==> src/rtl/alu_sequencer.sv <==
// EX-stage execution controller: single-cycle ALU ops plus an
// iterative shift-add multiplier that stalls the pipeline until done.
`ifndef ADD
`define ADD 3'b010
`endif
`ifndef SUB
`define SUB 3'b110
`endif
`ifndef AND
`define AND 3'b000
`endif
`ifndef OR
`define OR 3'b001
`endif
`ifndef MUL
`define MUL 3'b011
`endif

module alu_sequencer #(
  parameter int WIDTH = 32
) (
  input  logic             clk_i,
  input  logic             rst_i,
  input  logic             valid_i,
  input  logic [2:0]       ALUCtrl_i,
  input  logic [WIDTH-1:0] data1_i,
  input  logic [WIDTH-1:0] data2_i,
  input  logic             flush_i,
  output logic             stall_o,
  output logic             valid_o,
  output logic [WIDTH-1:0] data_o
);

  localparam int CW = $clog2(WIDTH + 1);

  typedef enum logic [1:0] {
    IDLE,
    BUSY,
    DONE
  } state_t;

  state_t           state;
  logic [WIDTH-1:0] mcand;
  logic [WIDTH-1:0] mplr;
  logic [WIDTH-1:0] acc;
  logic [WIDTH-1:0] sum;
  logic [WIDTH-1:0] alu;
  logic [CW-1:0]    cnt;
  logic             accept;
  logic             is_mul;

  assign is_mul  = (ALUCtrl_i == `MUL);
  assign accept  = (state == IDLE) && valid_i && !flush_i;
  assign stall_o = (accept && is_mul) || (state == BUSY);
  assign sum     = acc + (mplr[0] ? mcand : '0);

  always_comb begin
    alu = data1_i + data2_i;
    case (ALUCtrl_i)
      `SUB:    alu = data1_i - data2_i;
      `AND:    alu = data1_i & data2_i;
      `OR:     alu = data1_i | data2_i;
      default: alu = data1_i + data2_i;
    endcase
  end

  always_ff @(posedge clk_i or negedge rst_i) begin
    if (!rst_i) begin
      state   <= IDLE;
      valid_o <= 1'b0;
      data_o  <= '0;
      mcand   <= '0;
      mplr    <= '0;
      acc     <= '0;
      cnt     <= '0;
    end else if (flush_i) begin
      state   <= IDLE;
      valid_o <= 1'b0;
    end else begin
      unique case (state)
        IDLE: begin
          valid_o <= 1'b0;
          if (accept && is_mul) begin
            mcand <= data1_i;
            mplr  <= data2_i;
            acc   <= '0;
            cnt   <= CW'(WIDTH);
            state <= BUSY;
          end else if (accept) begin
            data_o  <= alu;
            valid_o <= 1'b1;
          end
        end
        BUSY: begin
          acc   <= sum;
          mcand <= mcand << 1;
          mplr  <= mplr >> 1;
          cnt   <= cnt - CW'(1);
          // last partial product is folded straight into the result
          if (cnt == CW'(1)) begin
            data_o  <= sum;
            valid_o <= 1'b1;
            state   <= DONE;
          end
        end
        DONE: begin
          valid_o <= 1'b0;
          state   <= IDLE;
        end
        default: begin
          valid_o <= 1'b0;
          state   <= IDLE;
        end
      endcase
    end
  end

endmodule

==> config.mk <==
export PLATFORM = sky130hd
export DESIGN_NAME = alu_sequencer
export DESIGN_NICKNAME = d
export VERILOG_FILES = /design/src/rtl/alu_sequencer.sv
export SDC_FILE = /design/constraint.sdc
export NUM_CORES = 1
export LEC_CHECK = 0
export BUFFER_PORTS_ARGS = -buffer_cell sky130_fd_sc_hd__buf_2
export CORE_UTILIZATION = 35
export CTS_CLUSTER_SIZE = 25
export DETAILED_ROUTE_END_ITERATION = 8
export HOLD_SLACK_MARGIN = 0.15
export SLEW_MARGIN = 20
export SYNTH_ARGS = -nofsm -noshare
export SYNTH_HDL_FRONTEND = slang
export SYNTH_SLANG_ARGS = --single-unit
==> constraint.sdc <==
create_clock -name clk_i -period 4.5 [get_ports clk_i]
set_clock_uncertainty 0.1 [all_clocks]
set_input_delay 0.225 -clock clk_i [delete_from_list [all_inputs] [get_ports clk_i]]
set_output_delay 0.225 -clock clk_i [all_outputs]
set_load 0.02 [all_outputs]
* Yosys cells after proc, flatten, opt, wreduce, memory -nomap -nowiden *
Index checks and enable logic that the tools add are counted.

word-level totals
  register bits = 137
  output and inout bits = 34
  word-level logic and storage cells = 59

cells by class
  add/sub/neg operators = 4
  equality and inequality tests = 11
  muxes and demuxes = 23
  bitwise gates (word level) = 3
  reduce and logical (&&, ||, !) cells = 11

operators by type and width
  cell                 count
  $pmux 32 s2          4
  $mux 32              7
  $pmux 32 s3          1
  $add 32x32->32       2
  $and 32x32->32       1
  $or 32x32->32        1
  $sub 32x32->32       1
  $pmux 6 s2           1
  $eq 6x1->1 const B   1
  $mux 2               3
  $mux 6               1
  $ne 3x2->1 const B   2
  $sub 6x1->6 const B  1
  $reduce_and 5->1     1
  $mux 1               4
  $ne 2x1->1 const B   2
  $ne 2x2->1 const B   2
  $pmux 2 s2           1
  $eq 3x1->1 const B   1
  $eq 3x2->1 const B   1
  $eq 3x3->1 const B   1
  $logic_and 1x1->1    3
  $logic_not 3->1      1
  $reduce_and 3->1     1
  8 further kinds      8

* Logic depth before layout (Yosys ltp) *
Gate-level depths: netlist (run 1).

  depth in word-level cells = 7
  mapped depth = 18
  depth with buffers taken out = 18

* Worst setup path before layout (run 1) *
No wires, ideal clock.

  kind = in2reg
  start point = in data2_i[7]
  end point = reg data_o[31]
  library setup time = 0.082 ns
  data arrival time = 3.612 ns
  required time = 4.318 ns
  slack = 0.706 ns
  stages = 16
  path buffers = 1
  path through = clkbuf_1 or4_4 nor4_4 nand2_1 o31ai_1 xor2_1 ha_1 a211oi_1 o21bai_1 or3_1 nor3_1 nor3b_1 a311oi_1 xnor2_1 a31oi_1 a31oi_1

on the way
  longest elaborated chain between the ends = 5
  elaborated cells on any way between the ends = 6
  those cells by class = 2 x add/sub; 4 x mux

ends and longest elaborated chain
  item                                              line    text
  from (decl)                                       27      input logic [WIDTH-1:0] data2_i,
  $add 32x32->32 or $sub 32x32->32 (tied branches)  63, 60
  $pmux 32 s3 *                                     59      case (ALUCtrl_i)
  $mux 32 *                                         89      end else if (accept) begin
  $mux 32 *                                         83      if (accept && is_mul) begin
  $pmux 32 s2 *                                     80      unique case (state)
  to (signal assigned)                              90      data_o <= alu;
  to (signal assigned)                              101     data_o <= sum;
  to (decl)                                         31      output logic [WIDTH-1:0] data_o

Mark *: on every way between the ends. The rest lies on a longest branch, timed or not. The select of a mux whose other input is x is not followed.
A chain may end at the register's enable or synchronous reset.

* Final worst setup path (run 1) *
  start point = in data2_i[4]
  end point = reg data_o[28]

Same word-level chain as after synthesis.

==> out/qor.yml, run 1 <==
floorplan:
  initial_utilization_pct: 35.8
  ioPinCount: 105
  die_width_um: 176
  rows: 63
  standard_cell_core_area_mm2: 0.0298
  die_height_um: 176
  fp.dieArea_mm2: 0.0311
cells_and_area:
  most-common-layout-cells: "223 x sky130_fd_sc_hd__nand2_1, 137 x sky130_fd_sc_hd__dfrtp_1, 128 x sky130_fd_sc_hd__nor2_1"
  drive_above_1_share_pct: 13.4
  num_antenna_cells: 0
  final_net_count: 1609
  most_frequent_standard_cell_in_the_layout_excluding_fill_and_tap_cells: "sky130_fd_sc_hd__nand2_1"
  layout-area-overhead-vs-synth_pct: 20.8
  final_area_mm2: 0.0129
setup_path:
  worstSetupPathType: "input pin to flip-flop"
  worstSetupEndpointType: "flip-flop"
  worst_endpoint_required_time_ns: 4.72
  setup.worst_path.start_class: "input pin"
  reg2reg_slack_ns: 0.87
  crit_path_start: "data2_i[4]"
  reg2regPathDepth: 12
  timing.critical_path.arrival_ns: 4.46
  reg2reg_from: "mplr[0]"
  crit_fanout: 6
  critical_path.reg2reg.endpoint: "data_o[30]"
yosys:
  synth.net_count: 1474
  number_of_flops_mapped_to_enable_cells_by_yosys: 0
  synth-async-reset-ratio_pct: 100
  synthesis.yosys.warnings: 0
  post_synth.cell_area_avg_um2: 7.99
  syn_area_mm2: 0.0107
  yosysSeqAreaShare_pct: 32.2
  synth-main-ff-cell: "sky130_fd_sc_hd__dfrtp_1"
  synth.ff_latch_count: 137
  netlist_instances: 1334
  yosys.cell_types.count: 78
routing:
  avgRoutedWirePerCell_um: 17.5
  vias: 10129
  route.detailed.drc: 0
  wl_um: 32700
  drt_first_pass_iters: 5
  highest_layer: "met4"
  detail_route.iter0.violations: 706
  antenna_left: 0
  detail_route.wirelength.met1_um: 16400
  via_per_inst: 5.41
  met2_length_um: 14000
  detailroute.wirelength.met3_um: 1550
grt:
  grt_first_pass_wirelength_um: 52300
  grt_max_degree: 105
  grt-ovfl-total: 0
  via_count_of_the_first_global_routing_pass: 9480
  antenna_found_initial: 0
  groute.usage.overall_pct: 21.5
placed_design:
  port_buffers: 104
  dp_hpwl_um: 23900
  gp_congestion: 0.895
  postPlaceCellArea_mm2: 0.0116
  pre_cts_slack_ns: 0.211
worst_hold_path:
  min-delay-start: "data2_i[18]"
  hp-class: "input pin to flip-flop"
  timing.hold.worst_path_depth: 5
  worst_hold_path.endpoint: "mplr[18]"
clock_network:
  tritoncts_clock_tree: "yes"
  path_clk_slew_ns: 0.06
  cts.sink_count: 137
  cts_made_buffers: 17
  clock_latency_ns: 0.44
  clock_tree.htree_level_count: 4
  cts-root-buf: "sky130_fd_sc_hd__clkbuf_16"
  cts_max_path_buffers: 2
timing:
  finalSetupViolations: 0
  final_setup_slack_of_the_worst_path_ns: 0.265
  finalHoldViolCount: 0
  slew_viol_final: 0
  rsz0062_at_grt: "no"
  setup_total_negative_slack_ns: 0
  timing.hold.ws_ns: 0.186
  max_frequency_mhz: 236
  post-route-period-util_pct: 94.1
  worst_pin_slew_ns: 1.12
  fin_crit_ns: 4.23
  max-slew-margin-rel_pct: 25.1
power:
  peakVddDrop_mv: 0.200
  leakage_nw: 5.78
  power.density_cell_area_mw_per_mm2: 369
run_status:
  run_status: "finished clean"
job:
  max-cap-violations: 0
-- registers in the layout, indices dropped and copies added, names as in the netlist --
register	flops
acc	32
data_o	32
mcand	32
mplr	32
cnt	6
state	2
valid_o	1
-- stage by stage --
stage	total power [mW]	utilization, %	std cells
after floorplan	2.71	-	1334
after global placement	3.18	38.8	1775
after detailed placement	3.20	38.8	1775
after CTS	4.76	43.0	1869
after global routing	5.04	43.2	1871
final	4.76	43.2	1871
-- synth_stat cells (3+ instances only) --
master,count,area share (%)
sky130_fd_sc_hd__a21oi_1,99,4.7
sky130_fd_sc_hd__or3_1,3,0.18
sky130_fd_sc_hd__o211ai_1,9,0.63
sky130_fd_sc_hd__ha_1,67,7.9
sky130_fd_sc_hd__o31ai_1,6,0.42
sky130_fd_sc_hd__o21ai_0,100,4.7
sky130_fd_sc_hd__inv_1,23,0.81
sky130_fd_sc_hd__dfrtp_1,137,32
sky130_fd_sc_hd__a31oi_1,83,4.9
sky130_fd_sc_hd__a21o_1,33,2.3
sky130_fd_sc_hd__nand2_1,224,7.9
sky130_fd_sc_hd__o221ai_1,4,0.33
sky130_fd_sc_hd__or4_4,3,0.32
sky130_fd_sc_hd__and2_1,37,2.2
sky130_fd_sc_hd__xor2_1,33,2.7
sky130_fd_sc_hd__clkbuf_1,66,2.3
sky130_fd_sc_hd__a211oi_1,19,1.3
sky130_fd_sc_hd__nor4_1,6,0.35
sky130_fd_sc_hd__nand4_1,6,0.35
sky130_fd_sc_hd__xnor2_1,54,4.4
sky130_fd_sc_hd__nor2_1,130,4.6
sky130_fd_sc_hd__a22o_1,17,1.4
sky130_fd_sc_hd__maj3_1,18,1.7
sky130_fd_sc_hd__nand2b_1,15,0.88
sky130_fd_sc_hd__and3_1,10,0.59
sky130_fd_sc_hd__o21a_1,6,0.42
sky130_fd_sc_hd__clkbuf_8,5,0.65
sky130_fd_sc_hd__nor2b_1,4,0.23
sky130_fd_sc_hd__or2_2,5,0.29
sky130_fd_sc_hd__nor3_1,17,0.80
sky130_fd_sc_hd__mux2i_1,5,0.47
sky130_fd_sc_hd__o21bai_1,4,0.28
sky130_fd_sc_hd__a21boi_0,3,0.21
sky130_fd_sc_hd__o41ai_1,5,0.41
sky130_fd_sc_hd__o22ai_1,4,0.23
sky130_fd_sc_hd__o311ai_0,3,0.25
sky130_fd_sc_hd__mux2_2,3,0.32
sky130_fd_sc_hd__nand3_1,16,0.75
sky130_fd_sc_hd__a21bo_2,3,0.28
-- kinds of logic (layout without fill, tap and decap cells) --
family | after synthesis | count (layout) | synth area share [%]
xor+xnor | 87 | 87 | 7.15
fa+ha+maj | 87 | 87 | 9.93
buf+inv | 100 | 247 | 4.22
simple gates | 496 | 496 | 21.2
flops | 137 | 137 | 32.2
compound gates | 419 | 419 | 24.5
mux | 8 | 8 | 0.787
-- where the power goes --
| group | internal, mW | switching (mW) |
|---|---|---|
| Sequential | 1.51 | 0.188 |
| Clock | 0.937 | 0.577 |
| Combinational | 0.644 | 0.902 |
-- worst max path at each step --
stage,end,cells past startpoint
finish,data_o[28],18
global route,data_o[31],20
CTS,data_o[31],19
detailed placement,data_o[31],18
global placement,data_o[31],16
floorplan,data_o[31],16
-- metal layers --
| layer | vias up | GRT usage, % |
|---|---|---|
| met5 | - | 0 |
| met4 | 0 | 6.65 |
| met3 | 45 | 3.21 |
| met2 | 285 | 32.1 |
| met1 | 4764 | 31.5 |
| li1 | 5035 | - |
-- critical path: stages --
cell	delay, ns
sky130_fd_sc_hd__dlygate4sd3_1	0.54
sky130_fd_sc_hd__buf_2	0.16
sky130_fd_sc_hd__nor4_2	0.28
sky130_fd_sc_hd__buf_4	0.16
sky130_fd_sc_hd__nor4b_4	0.17
sky130_fd_sc_hd__buf_4	0.17
sky130_fd_sc_hd__a21oi_1	0.08
sky130_fd_sc_hd__xnor2_1	0.16
sky130_fd_sc_hd__ha_1	0.36
sky130_fd_sc_hd__a21o_1	0.22
sky130_fd_sc_hd__o32ai_1	0.29
sky130_fd_sc_hd__a21oi_1	0.15
sky130_fd_sc_hd__a21oi_1	0.34
sky130_fd_sc_hd__o221ai_1	0.28
sky130_fd_sc_hd__a31oi_1	0.28
sky130_fd_sc_hd__xor2_1	0.19
sky130_fd_sc_hd__a21oi_1	0.11
sky130_fd_sc_hd__a221o_1	0.30
-- what timing repair did --
item,4_1_cts,5_1_grt
buffers inserted,0,1
hold buffers,63,0
endpoints found under the hold margin,166,0
endpoints found under the setup margin,0,11
gates resized for setup,0,10
-- final cells by class --
type                       count  area [µm²]
tap                          390         488
clock inverter                12         174
sequential                   137        3430
fill                        3015       16900
timing repair buffer         193        1400
clock buffer                  19         443
multi-input combinational   1097        6860
inverter                      23        86.3
(Power assumes the default switching activity.)
==> run 2: changes to the inputs <==
--- a/config.mk
+++ b/config.mk
@@ -10,6 +10,7 @@
 export CTS_CLUSTER_SIZE = 25
 export DETAILED_ROUTE_END_ITERATION = 8
 export HOLD_SLACK_MARGIN = 0.15
+export MAX_ROUTING_LAYER = met4
 export SLEW_MARGIN = 20
 export SYNTH_ARGS = -nofsm -noshare
 export SYNTH_HDL_FRONTEND = slang
==> out/qor.yml, run 2 (synthesized netlist as in run 1, its figures left out) <==
run_status:
  run_status: "finished clean"
cells_and_area:
  most_frequent_standard_cell_in_the_layout_excluding_fill_and_tap_cells: "sky130_fd_sc_hd__nand2_1"
  most-common-layout-cells: "223 x sky130_fd_sc_hd__nand2_1, 137 x sky130_fd_sc_hd__dfrtp_1, 127 x sky130_fd_sc_hd__nor2_1"
  drive_above_1_share_pct: 13.8
  final_area_mm2: 0.0130
  layout-area-overhead-vs-synth_pct: 21.6
  final_net_count: 1615
  num_antenna_cells: 0
worst_hold_path:
  min-delay-start: "data2_i[18]"
  timing.hold.worst_path_depth: 5
  hp-class: "input pin to flip-flop"
  worst_hold_path.endpoint: "mplr[18]"
timing:
  finalSetupViolations: 0
  post-route-period-util_pct: 97.6
  worst_pin_slew_ns: 1.11
  fin_crit_ns: 4.39
  final_setup_slack_of_the_worst_path_ns: 0.106
  max_frequency_mhz: 228
  slew_viol_final: 0
  setup_total_negative_slack_ns: 0
  finalHoldViolCount: 0
  max-slew-margin-rel_pct: 25.7
  timing.hold.ws_ns: 0.184
  rsz0062_at_grt: "no"
setup_path:
  crit_fanout: 6
  reg2regPathDepth: 12
  setup.worst_path.start_class: "input pin"
  worstSetupPathType: "input pin to flip-flop"
  timing.critical_path.arrival_ns: 4.61
  critical_path.reg2reg.endpoint: "data_o[30]"
  worst_endpoint_required_time_ns: 4.71
  reg2reg_slack_ns: 0.87
  worstSetupEndpointType: "flip-flop"
  reg2reg_from: "mplr[0]"
placed_design:
  port_buffers: 104
  pre_cts_slack_ns: 0.159
  gp_congestion: 0.920
  dp_hpwl_um: 24500
  postPlaceCellArea_mm2: 0.0116
floorplan:
  die_height_um: 176
  rows: 63
  standard_cell_core_area_mm2: 0.0298
  ioPinCount: 105
  die_width_um: 176
  fp.dieArea_mm2: 0.0311
  initial_utilization_pct: 35.8
routing:
  detail_route.iter0.violations: 830
  drt_first_pass_iters: 5
  antenna_left: 0
  wl_um: 33000
  avgRoutedWirePerCell_um: 17.6
  via_per_inst: 5.46
  vias: 10248
  route.detailed.drc: 0
power:
  leakage_nw: 5.84
  peakVddDrop_mv: 0.224
  power.density_cell_area_mw_per_mm2: 378
grt:
  grt-ovfl-total: 0
  antenna_found_initial: 0
  via_count_of_the_first_global_routing_pass: 9627
  grt_first_pass_wirelength_um: 52900
  grt_max_degree: 70
  groute.usage.overall_pct: 22.3
clock_network:
  cts_made_buffers: 17
  cts.sink_count: 137
  cts-root-buf: "sky130_fd_sc_hd__clkbuf_16"
  clock_tree.htree_level_count: 4
  path_clk_slew_ns: 0.06
  cts_max_path_buffers: 2
  tritoncts_clock_tree: "yes"
  clock_latency_ns: 0.43
job:
  max-cap-violations: 0
-- run 2: timing repair --
action	4_1_cts	5_1_grt
hold buffers	63	0
setup buffers	0	3
gates resized for setup	0	10
endpoints found under the hold margin	115	0
setup endpoints to repair	0	6
-- run 2: worst max path at each step --
stage | startpoint | to | slack [ns] | depth (start not counted)
final | data2_i[4] | data_o[26] | 0.11 | 19
after global routing | data2_i[4] | data_o[26] | 0.002 | 19
after CTS | data2_i[8] | data_o[31] | 0.06 | 18
after detailed placement | data2_i[8] | data_o[31] | 0.16 | 17
after global placement | data2_i[8] | data_o[31] | 0.24 | 17
after floorplan | data2_i[7] | data_o[31] | 0.71 | 16
-- run 2: area by class of cell --
cell class              instances  area [µm²]
repair buffers                199        1410
clock buffers                  23         508
well taps                     390         488
flip-flops and latches        137        3430
inverters                      23        86.3
multi-input cells            1097        6860
clock inverters                 9         181
fillers                      2941       16800
-- run 2: metrics by stage --
step | power [mW] | instances | util [%]
final | 4.90 | 1878 | 43.5
after global routing | 5.18 | 1878 | 43.5
after CTS | 4.91 | 1875 | 43.3
after detailed placement | 3.20 | 1780 | 38.9
after global placement | 3.18 | 1780 | 38.9
after floorplan | 2.71 | 1334 | -
-- run 2: layer usage --
layer,up-vias,routed length [µm],track usage (%)
met2,319,14100,31.9
met5,-,0,-
met1,4824,16700,32.7
met3,42,1630,2.26
met4,0,599,6.82
li1,5063,-,-
-- run 2: where the power goes --
part / leakage, nW / internal, mW / total (mW) / switching, mW
logic: 3.82 / 0.644 / 1.55 / 0.904
registers: 1.68 / 1.51 / 1.70 / 0.189
clock network: 0.340 / 1.08 / 1.65 / 0.576
-- run 2: critical path: stages --
cell,delay (ns)
sky130_fd_sc_hd__dlygate4sd3_1,0.53
sky130_fd_sc_hd__buf_2,0.15
sky130_fd_sc_hd__nor4_1,0.29
sky130_fd_sc_hd__buf_4,0.17
sky130_fd_sc_hd__nor4b_4,0.30
sky130_fd_sc_hd__buf_4,0.18
sky130_fd_sc_hd__a21oi_1,0.07
sky130_fd_sc_hd__xnor2_1,0.17
sky130_fd_sc_hd__ha_1,0.39
sky130_fd_sc_hd__a21o_1,0.18
sky130_fd_sc_hd__o32ai_1,0.09
sky130_fd_sc_hd__a21oi_1,0.39
sky130_fd_sc_hd__a32oi_1,0.17
sky130_fd_sc_hd__o31ai_2,0.32
sky130_fd_sc_hd__a21oi_1,0.18
sky130_fd_sc_hd__o2bb2ai_1,0.16
sky130_fd_sc_hd__a211oi_1,0.41
sky130_fd_sc_hd__buf_4,0.19
sky130_fd_sc_hd__a21oi_1,0.04
